--- src/rtl/bpsk_pkg.sv ---
// Shared definitions for the BPSK transmit frame scheduler: FSM states and
// mux select encodings.
package bpsk_pkg;

  typedef enum logic [2:0] {
    ST_IDLE  = 3'd0,
    ST_PRE   = 3'd1,
    ST_PAY   = 3'd2,
    ST_DRAIN = 3'd3,
    ST_GAP   = 3'd4
  } state_t;

  localparam logic SEL_PRE = 1'b0;
  localparam logic SEL_PAY = 1'b1;

endpackage

--- src/rtl/bpsk_frame_sched_mux.sv ---
// Shared 2:1 datapath mux: input 0 is the preamble source, input 1 the payload source.
module bpsk_frame_sched_mux #(
  parameter int unsigned WIDTH = 16
) (
  input  logic             sel,
  input  logic [WIDTH-1:0] in0,
  input  logic [WIDTH-1:0] in1,
  output logic [WIDTH-1:0] y
);
  import bpsk_pkg::*;

  assign y = (sel == SEL_PAY) ? in1 : in0;

endmodule

--- src/rtl/bpsk_frame_sched.sv ---
// Frame scheduler: sequences preamble words, payload words and idle gap cycles
// into one registered valid/ready output stream toward the modulator.
module bpsk_frame_sched #(
  parameter int unsigned WIDTH   = 16,
  parameter int unsigned PRE_LEN = 32,
  parameter int unsigned PAY_LEN = 256,
  parameter int unsigned GAP_LEN = 8
) (
  input  logic             clk,
  input  logic             rst_n,
  input  logic             start_sig,
  input  logic             abort_sig,
  input  logic [WIDTH-1:0] pre_data,
  input  logic             pre_valid,
  output logic             pre_ready,
  input  logic [WIDTH-1:0] pay_data,
  input  logic             pay_valid,
  output logic             pay_ready,
  output logic [WIDTH-1:0] out_data,
  output logic             out_valid,
  input  logic             out_ready,
  output logic             out_first,
  output logic             out_last,
  output logic             sel_sig,
  output logic             busy
);
  import bpsk_pkg::*;

  localparam int unsigned MAX_LEN = (PRE_LEN > PAY_LEN) ? PRE_LEN : PAY_LEN;
  localparam int unsigned CW      = (MAX_LEN > 1) ? $clog2(MAX_LEN) : 1;
  localparam int unsigned GW      = (GAP_LEN > 1) ? $clog2(GAP_LEN) : 1;

  localparam logic [CW-1:0] PRE_LAST = CW'(PRE_LEN - 1);
  localparam logic [CW-1:0] PAY_LAST = CW'(PAY_LEN - 1);
  localparam logic [GW-1:0] GAP_LAST = GW'((GAP_LEN > 0) ? GAP_LEN - 1 : 0);

  state_t            state, state_next;
  logic [CW-1:0]     word_cnt;
  logic [GW-1:0]     gap_cnt;
  logic              pending;
  logic              adv, acc_pre, acc_pay, acc, out_xfer;
  logic [WIDTH-1:0]  mux_y;

  bpsk_frame_sched_mux #(.WIDTH(WIDTH)) u_mux (
    .sel (sel_sig),
    .in0 (pre_data),
    .in1 (pay_data),
    .y   (mux_y)
  );

  assign adv       = !out_valid || out_ready;
  assign pre_ready = (state == ST_PRE) && adv;
  assign pay_ready = (state == ST_PAY) && adv;
  assign acc_pre   = pre_ready && pre_valid;
  assign acc_pay   = pay_ready && pay_valid;
  assign acc       = acc_pre || acc_pay;
  assign out_xfer  = out_valid && out_ready;

  always_comb begin
    state_next = state;
    case (state)
      ST_IDLE:  if (start_sig || pending) state_next = ST_PRE;
      ST_PRE:   if (acc_pre && (word_cnt == PRE_LAST)) state_next = ST_PAY;
      ST_PAY:   if (acc_pay && (word_cnt == PAY_LAST)) state_next = ST_DRAIN;
      ST_DRAIN: if (out_xfer) state_next = (GAP_LEN == 0) ? ST_IDLE : ST_GAP;
      ST_GAP:   if (gap_cnt == GAP_LAST) state_next = ST_IDLE;
      default:  state_next = ST_IDLE;
    endcase
    if (abort_sig) state_next = ST_IDLE;
  end

  always_ff @(posedge clk) begin
    if (!rst_n) begin
      state     <= ST_IDLE;
      sel_sig   <= SEL_PRE;
      busy      <= 1'b0;
      pending   <= 1'b0;
      word_cnt  <= '0;
      gap_cnt   <= '0;
      out_data  <= '0;
      out_valid <= 1'b0;
      out_first <= 1'b0;
      out_last  <= 1'b0;
    end else begin
      state   <= state_next;
      sel_sig <= (state_next == ST_PAY) ? SEL_PAY : SEL_PRE;
      busy    <= (state_next != ST_IDLE);

      if (abort_sig) begin
        pending   <= 1'b0;
        word_cnt  <= '0;
        gap_cnt   <= '0;
        out_valid <= 1'b0;
        out_first <= 1'b0;
        out_last  <= 1'b0;
      end else begin
        // In IDLE a start (or the queued one) launches directly, so pending only fills while busy.
        if (state == ST_IDLE) pending <= 1'b0;
        else if (start_sig)   pending <= 1'b1;

        // Any state change (PRE entry, PRE->PAY) restarts the word count.
        if (state_next != state) word_cnt <= '0;
        else if (acc)            word_cnt <= word_cnt + CW'(1);

        if ((state == ST_GAP) && (state_next == ST_GAP)) gap_cnt <= gap_cnt + GW'(1);
        else                                              gap_cnt <= '0;

        if (acc) begin
          out_data  <= mux_y;
          out_valid <= 1'b1;
          out_first <= acc_pre && (word_cnt == '0);
          out_last  <= acc_pay && (word_cnt == PAY_LAST);
        end else if (out_xfer) begin
          out_valid <= 1'b0;
          out_first <= 1'b0;
          out_last  <= 1'b0;
        end
      end
    end
  end

endmodule
--- config.mk ---
export PLATFORM = sky130hd
export DESIGN_NAME = bpsk_frame_sched
export DESIGN_NICKNAME = d
export VERILOG_FILES = /design/src/rtl/bpsk_pkg.sv /design/src/rtl/bpsk_frame_sched_mux.sv /design/src/rtl/bpsk_frame_sched.sv
export SDC_FILE = /design/constraint.sdc
export NUM_CORES = 1
export LEC_CHECK = 0
export ABC_AREA = 1
export BUFFER_PORTS_ARGS = -buffer_cell sky130_fd_sc_hd__buf_2
export CORE_ASPECT_RATIO = 0.6
export CORE_MARGIN = 4
export CORE_UTILIZATION = 45
export DETAILED_ROUTE_END_ITERATION = 16
export PLACE_DENSITY = 0.75
export SYNTH_ARGS = -nofsm -noshare
export SYNTH_HDL_FRONTEND = slang
export SYNTH_SLANG_ARGS = --single-unit
--- constraint.sdc ---
create_clock -name clk -period 2.6 [get_ports clk]
set_input_delay 0.39 -clock clk [delete_from_list [all_inputs] [get_ports clk]]
set_output_delay 0.39 -clock clk [all_outputs]
set_load 0.005 [all_outputs]
==> results_dict.tcl <==
set metrics [dict create \
    outcome "completed" \
    required_ps 2830 \
    routabilityCongestion 0.8822 \
    syn_nets 268 \
    post-route-drc-count 0 \
    drt-total-wl_mm 3.967 \
    ys_seq_area_frac 0.3934 \
    fmax_mhz 594.5 \
    post-route-util 0.5985 \
    die_width_um 90.37 \
    cts_resized 0 \
    holdCritStartpoint "pre_data[10]" \
    h-tree-depth 2 \
    setup_violations 0 \
    synthTopCellsByCount "dfxtp_1, inv_1, nand2_1" \
    tns_ps 0 \
    cts_max_path_buffers 2 \
    period_share 0.6470 \
    overflow 0 \
    rows 17 \
    portBuffers 61 \
    finalClockSkew_ps 8.160 \
    ys_types 33 \
    areaGrowthSynthToFinish_pct 23.70 \
    ios 62 \
    critPathLaunch "state[2]" \
    grt_usage 0.1685 \
    async_flop_share 0 \
    yosysMostFrequentCell "dfxtp_1" \
    reg2reg_from "state[2]" \
    hpwl_mm 3.076 \
    viasPerCell 4.784 \
    ir_drop_uv 288.9 \
    synth_cells 225 \
    power_density_nw_per_um2 529.3 \
    diodes 0 \
    multiInputGateArea_um2 932.1 \
    avgSynthCellArea_um2 8.141 \
    grt_pass1_wl_mm 7.038 \
    cts_setup_buffers 0 \
    synth_area_leaders "dfxtp_1, mux2i_1, inv_1" \
    cts.clk_slew.worst_paths_ps 80 \
    drv_slew 0 \
    worstSetupEndpointType "register" \
    numCtsBuffers 5 \
    cts_tree "done" \
    final_hold_viol_count 0 \
    start_util 0.4838 \
    max_cap_viol_count 0 \
    rsz0062_at_grt "false" \
    ys_warn_count 0 \
    ys_ff_latch 36 \
    final_antenna_net_count 0 \
    wl_per_cell_um 11.88 \
    synth_ff_type "dfxtp_1" \
    hold_path.class "in2reg" \
    core_region_area_um2 3786 \
    clockRootBuffer "clkbuf_8" \
    grt_max_degree 33 \
    hold_depth 3 \
    num_vias 1598 \
    ctsHoldBuffers 0 \
    drt_iter0_markers 48 \
    synthDominantCellAreaShare 0.3934 \
    seqCellArea_um2 720.7 \
    path_max_fanout 32 \
    final_layout_size_suffix_gt1_frac 0.3624 \
    cp-start-kind "register" \
    max_slew_margin 0.7030 \
    final_nets 329 \
    cts_num_sinks 36 \
    critPathKind "reg2reg" \
    fp.dieArea_um2 5189 \
    grt_pass1_vias 1585 \
    clock_latency_ps 290 \
    synth_edf_count 0 \
    ff2ff_path_depth 9 \
    synth_top_area_cell "dfxtp_1" \
    fillers 344 \
    firstDrtPassIters 4 \
    antenna_found_initial 0 \
    min_period_ps 1682 \
    die_y_um 57.42 \
    power.leakage_nw 1.034 \
    tightest_slew_ps 444.8 \
    cp.arrival_ps 1910 \
    synth_area_um2 1832 \
]
[worst paths after layout]
kind                                endpoint  slack, ps
worst max-delay path             out_data[5]        920
worst min-delay path            out_data[10]        380
worst max register to register   out_data[5]        920
worst min register to register    gap_cnt[0]        420
[worst max-delay path: stages, from the launching register on]
cell     delay, ps
dfxtp_1        450
nor2_2         150
nand3_2        110
inv_2           80
nand2_2         60
nand2_4        130
inv_4           80
nor2_8         310
o21ai_0        130
a21oi_1        120
[registers in the layout, indices dropped and copies added (netlist names)]
| register | count |
|---|---|
| pending | 1 |
| state | 3 |
| busy | 1 |
| word_cnt | 8 |
| out_data | 16 |
| out_valid | 1 |
| gap_cnt | 3 |
| out_last | 1 |
| out_first | 1 |
| sel_sig | 1 |
[metrics by stage]
step | total power, mW | hold slack (ps) | setup WS, ps | instance area, µm² | std cells
global route | 1.250 | 408.8 | 720.6 | 2266 | 334
floorplan | 0.6272 | 399.2 | 1180 | 1832 | 225
global placement | 0.6703 | 411.3 | 912.5 | 2140 | 326
detailed placement | 0.6724 | 417.0 | 853.5 | 2140 | 326
finish | 1.199 | 384.4 | 917.8 | 2266 | 334
CTS | 1.212 | 386.1 | 921.1 | 2266 | 334
[report_power, final]
part / total [mW] / switching [mW] / internal, mW
clock network: 0.540 / 0.202 / 0.338
logic: 0.0944 / 0.0505 / 0.0439
registers: 0.565 / 0.00496 / 0.560
total: 1.20 / 0.257 / 0.942
[area by class of cell]
| type | count | area share |
|---|---|---|
| Multi-Input combinational cell | 151 | 0.4114 |
| Sequential cell | 36 | 0.3181 |
| Timing Repair Buffer | 62 | 0.1380 |
| Inverter | 30 | 0.05080 |
| Clock buffer | 7 | 0.04252 |
| Tap cell | 47 | 0.02595 |
| Clock inverter | 1 | 0.01325 |
[layout by cell type, fill, tap and decap left out, types with 2 or more instances in the layout]
| cell type | count |
|---|---|
| nand4_1 | 2 |
| o21ai_1 | 14 |
| xor2_1 | 3 |
| inv_1 | 25 |
| nand2_2 | 7 |
| ha_1 | 4 |
| buf_2 | 61 |
| dfxtp_1 | 36 |
| nor2_2 | 13 |
| nand3_1 | 6 |
| a21oi_1 | 18 |
| nand2_1 | 25 |
| a31oi_1 | 2 |
| nor2_1 | 19 |
| nor4_1 | 2 |
| xnor2_1 | 2 |
| inv_2 | 4 |
| o21ai_0 | 6 |
| clkbuf_8 | 7 |
| mux2i_1 | 16 |
| nor3_1 | 2 |
[logic make-up after synthesis]
family | after synthesis | synth area share
flops | 36 | 0.3934
xor+xnor | 5 | 0.02391
simple gates | 84 | 0.2514
fa+ha+maj | 4 | 0.02732
compound gates | 42 | 0.1189
buf+inv | 38 | 0.09767
mux | 16 | 0.08743
[metal layers]
metal	part of all wire	global-route usage	up-vias
li1	-	-	852
met1	0.53	0.2230	704
met2	0.40	0.2495	35
met3	0.054	0.05665	7
met4	0.014	0.07843	0
met5	0	0	-
Note: power is estimated with default switching activity, not from simulation.
